$ cat config.mk
export PLATFORM = sky130hd
export DESIGN_NAME = bincounter
export DESIGN_NICKNAME = d
export VERILOG_FILES = /design/src/rtl/bincounter.sv
export SDC_FILE = /design/constraint.sdc
export NUM_CORES = 1
export LEC_CHECK = 0
export BUFFER_PORTS_ARGS = -buffer_cell sky130_fd_sc_hd__buf_4
export CAP_MARGIN = 40
export CORE_AREA = 4 4 41 43
export CTS_CLUSTER_SIZE = 28
export DETAILED_ROUTE_END_ITERATION = 7
export DIE_AREA = 0 0 45 47
export HOLD_SLACK_MARGIN = 0.1
export MAX_ROUTING_LAYER = met4
export PLACE_DENSITY = 0.44
export SETUP_SLACK_MARGIN = 0.5
export SLEW_MARGIN = 5
export SYNTH_ARGS = -nofsm -noshare
export SYNTH_HDL_FRONTEND = slang
export SYNTH_SLANG_ARGS = --single-unit
$ cat constraint.sdc
create_clock -name pin2 -period 1.32 [get_ports pin2]
set_input_delay 0.33 -clock pin2 [delete_from_list [all_inputs] [get_ports pin2]]
set_output_delay 0.33 -clock pin2 [all_outputs]
set_load 0.005 [all_outputs]
$ cat src/rtl/bincounter.sv
// rtl/bincounter.sv - 74161 4-bit synchronous binary counter, async clear, sync load
module bincounter (
  input  logic pin1,
  input  logic pin2,
  input  logic pin3,
  input  logic pin4,
  input  logic pin5,
  input  logic pin6,
  input  logic pin7,
  input  logic pin8,
  input  logic pin9,
  input  logic pin10,
  output logic pin11,
  output logic pin12,
  output logic pin13,
  output logic pin14,
  output logic pin15,
  input  logic pin16
);
  localparam int unsigned WIDTH = 4;
  localparam logic [WIDTH-1:0] TERM = 4'hF;

  logic [WIDTH-1:0] count;
  logic             unused_pins;

  // Clear beats load, load beats count; load ignores ENP/ENT
  always_ff @(posedge pin2 or negedge pin1) begin
    if (!pin1) begin
      count <= '0;
    end else if (!pin9) begin
      count <= {pin6, pin5, pin4, pin3};
    end else if (pin7 && pin10) begin
      count <= count + 1'b1;
    end
  end

  assign {pin11, pin12, pin13, pin14} = count;
  assign pin15 = pin10 && (count == TERM);

  // Supply pins exist only for pin accuracy
  assign unused_pins = pin8 ^ pin16;
endmodule

==> results.md <==
- RR Endpoint: count[2]$_DFFE_PN0P_
- Yosys reg bits: 4
- Worst Clk Skew: 0.01017 ns
- Worst R2R Setup Slack: 0.08 ns
- Vias: 252
- Remaining global-route overflow: 0
- Longest Clk Path Bufs: 2
- Total chip power: 0.4547 mW
- Worst hold-check path type: in2reg
- Clock Latency Late Sink: 0.24 ns
- Root Driver: clkbuf_4
- Final setup viols: 2
- DR pass1 iterations: 2
- Area of the multi-input gates: 140.1 µm²
- M2 GR Usage: 0.1073
- Routed len/inst: 10.56 µm
- Pins Over Slew Limit: 0
- Synthesized instance count: 23
- Worst Hold End: count[2]$_DFFE_PN0P_
- Post-Syn Area: 217.7 µm²
- DRT Wirelength: 623 µm
- Global routing's busiest layer: met2
- Total track usage: 0.07535
- Critical Path End Type: output pin
- LEAKAGE: 0.2014 nW
- Met1 track demand over resource: 0.08046
- Post-layout net count: 58
- Core Area: 1301 µm²
- Max Cap Viol: 0
- Yosys top cell area share: 0.4598
- Vert. Die Dim: 47 µm
- Worst-path clk slew: 0.04 ns
- VDD IR-drop max: 0.0005058 V
- Hold Crit Depth: 2
- Fraction of layout cells with a size suffix above 1: 0.6364
- Register Area: 102.6 µm²
- Required @ worst endpoint: 0.99 ns
- Yosys top cell by area: dfrtp_1
- Hold WS: 0.3299 ns
- TritonCTS clock tree: yes
- Final Hold Viols: 0
- Global-route wire length before repair: 1083 µm
- # IOs: 16
- Reg2reg path depth: 6
- H-Tree Level Count: 1
- Relative slew margins: 0.8851
- Pre-CTS setup slack: 0.08445 ns
- Synth cell types: 13
- Worst-margin pin slew: 0.1705 ns
- Synth Warn #: 0
- N_diodes: 0
- Port Buf Inserts: 13
- RSZ-0062 raised after global routing: yes
- CP max FO: 2
- Initial antenna violation count: 0
- Violated checks: negative setup slack
- Status: complete, but fails checks
- Crit share post-route: 1.069
- # fillers: 144
- R2r startpoint: count[0]$_DFFE_PN0P_
- Min Tclk post-route: 1.411 ns
- Num CTS Buffers: 3
- Crit path DAT: 1.08 ns
- Vias per cell: 4.271
- Initial detailed-routing violation count: 1
- GP Congestion: 0.6712
- PwrDens: 1024 nW/µm²
- Antenna viol nets, final: 0
- # rows: 13
- Hold Crit Start: pin9
- Largest net degree at the start of global routing: 9
- Syn_area_per_cell: 9.466 µm²
- Die Wd: 45 µm
- GRT met3 Usage: 0.04981
- Die area: 2115 µm²
- CP Launch Type: register
- Setup CP Type: reg2out
- Syn nets: 35
- Largest Register: count
- Number of global-route vias before repair: 247
- DRC: 0
- Synth area leaders: dfrtp_1, xor2_1, a21oi_1, nor2_1, ha_1
- PnR worst setup slack: -0.09071 ns
- Fmax achieved: 0.7089 GHz
- Area grow syn2layout: 104.0%
- Top Registers: count (4)
- Sequential-to-total area share from yosys stat: 0.4598
- Max FFs per register: 4
- Initial Utilization: 0.1673
- Clock sinks: 4
[through the flow]
step | area [µm²] | cells | util | TNS (ns)
floorplan | 231.5 | 23 | - | 0
global route | 444.2 | 59 | 0.3413 | -0.1651
global placement | 344.1 | 50 | 0.2644 | 0
detailed placement | 344.1 | 50 | 0.2644 | 0
finish | 444.2 | 59 | 0.3413 | -0.1115
CTS | 416.7 | 57 | 0.3202 | -0.09942
[cell usage after synthesis]
cell type  n
and4_2     1
clkbuf_1   1
or3_1      1
dfrtp_1    4
o21ai_0    1
a21oi_1    3
a31oi_1    1
ha_1       1
xor2_1     2
nand2_2    1
mux2i_1    1
nand3_1    2
nor2_1     4
[metal layers]
metal	up-vias	wire length [µm]
met5	-	0
met4	0	0
met3	0	63
met2	11	311
met1	117	248
li1	124	-
[cells by family after synthesis]
| logic type | synth area share |
|---|---|
| xor gates and xnor gates | 0.08047 |
| buffers and inverters | 0.01722 |
| adders and majority gates | 0.05746 |
| and+or+nand+nor | 0.2184 |
| AOI/OAI and AO/OA | 0.1207 |
| muxes | 0.04598 |
| DFF | 0.4598 |
[timing repair]
item | 4_1_cts | 5_1_grt
resized for setup | 5 | 3
pin swaps | 5 | 1
hold buffers | 1 | 0
setup endpoints to repair | 9 | 9
hold endpoints to repair | 4 | 0
cloned | 0 | 0
setup buffers | 3 | 2
[report_power, final]
group	switching [mW]	total (mW)	internal, mW
sequential	0.0173	0.157	0.139
clock	0.0491	0.151	0.102
combinational	0.0524	0.147	0.0950
total	0.119	0.455	0.336
[worst max path at each step]
| stage | from | to | slack [ns] |
|---|---|---|---|
| after global routing | count[0]$_DFFE_PN0P_ | pin15 | -0.12 |
| after global placement | count[0]$_DFFE_PN0P_ | pin15 | 0.08 |
| after detailed placement | count[0]$_DFFE_PN0P_ | pin15 | 0.08 |
| after floorplan | count[0]$_DFFE_PN0P_ | pin15 | 0.21 |
| after CTS | count[1]$_DFFE_PN0P_ | pin15 | -0.1 |
| final | count[0]$_DFFE_PN0P_ | pin15 | -0.09 |
[layout make-up]
cell class / instances / share of cell area
multi-input cells: 18 / 0.3155
well taps: 15 / 0.04225
repair buffers: 19 / 0.3606
clock buffers: 3 / 0.05070
flip-flops and latches: 4 / 0.2310
[placed cells by master, fill, tap and decap left out]
master / Yosys / final
buf_4: 0 / 14
nand3_1: 2 / 1
dfrtp_2: 0 / 2
ha_4: 0 / 1
dlygate4sd3_1: 0 / 1
nand2_2: 1 / 1
nor2_1: 4 / 4
or3_1: 1 / 1
xor2_1: 2 / 1
buf_6: 0 / 4
dfrtp_1: 4 / 2
o21ai_0: 1 / 1
xor2_2: 0 / 1
a31oi_1: 1 / 1
clkbuf_4: 0 / 3
and4_4: 0 / 1
a21oi_1: 3 / 3
mux2i_1: 1 / 1
nand3_2: 0 / 1
[worst max-delay path, stage by stage (launching register included)]
cell	delay, ns
dfrtp_2	0.41
ha_4	0.16
and4_4	0.17
buf_6	0.11
(Power assumes the default switching activity.)
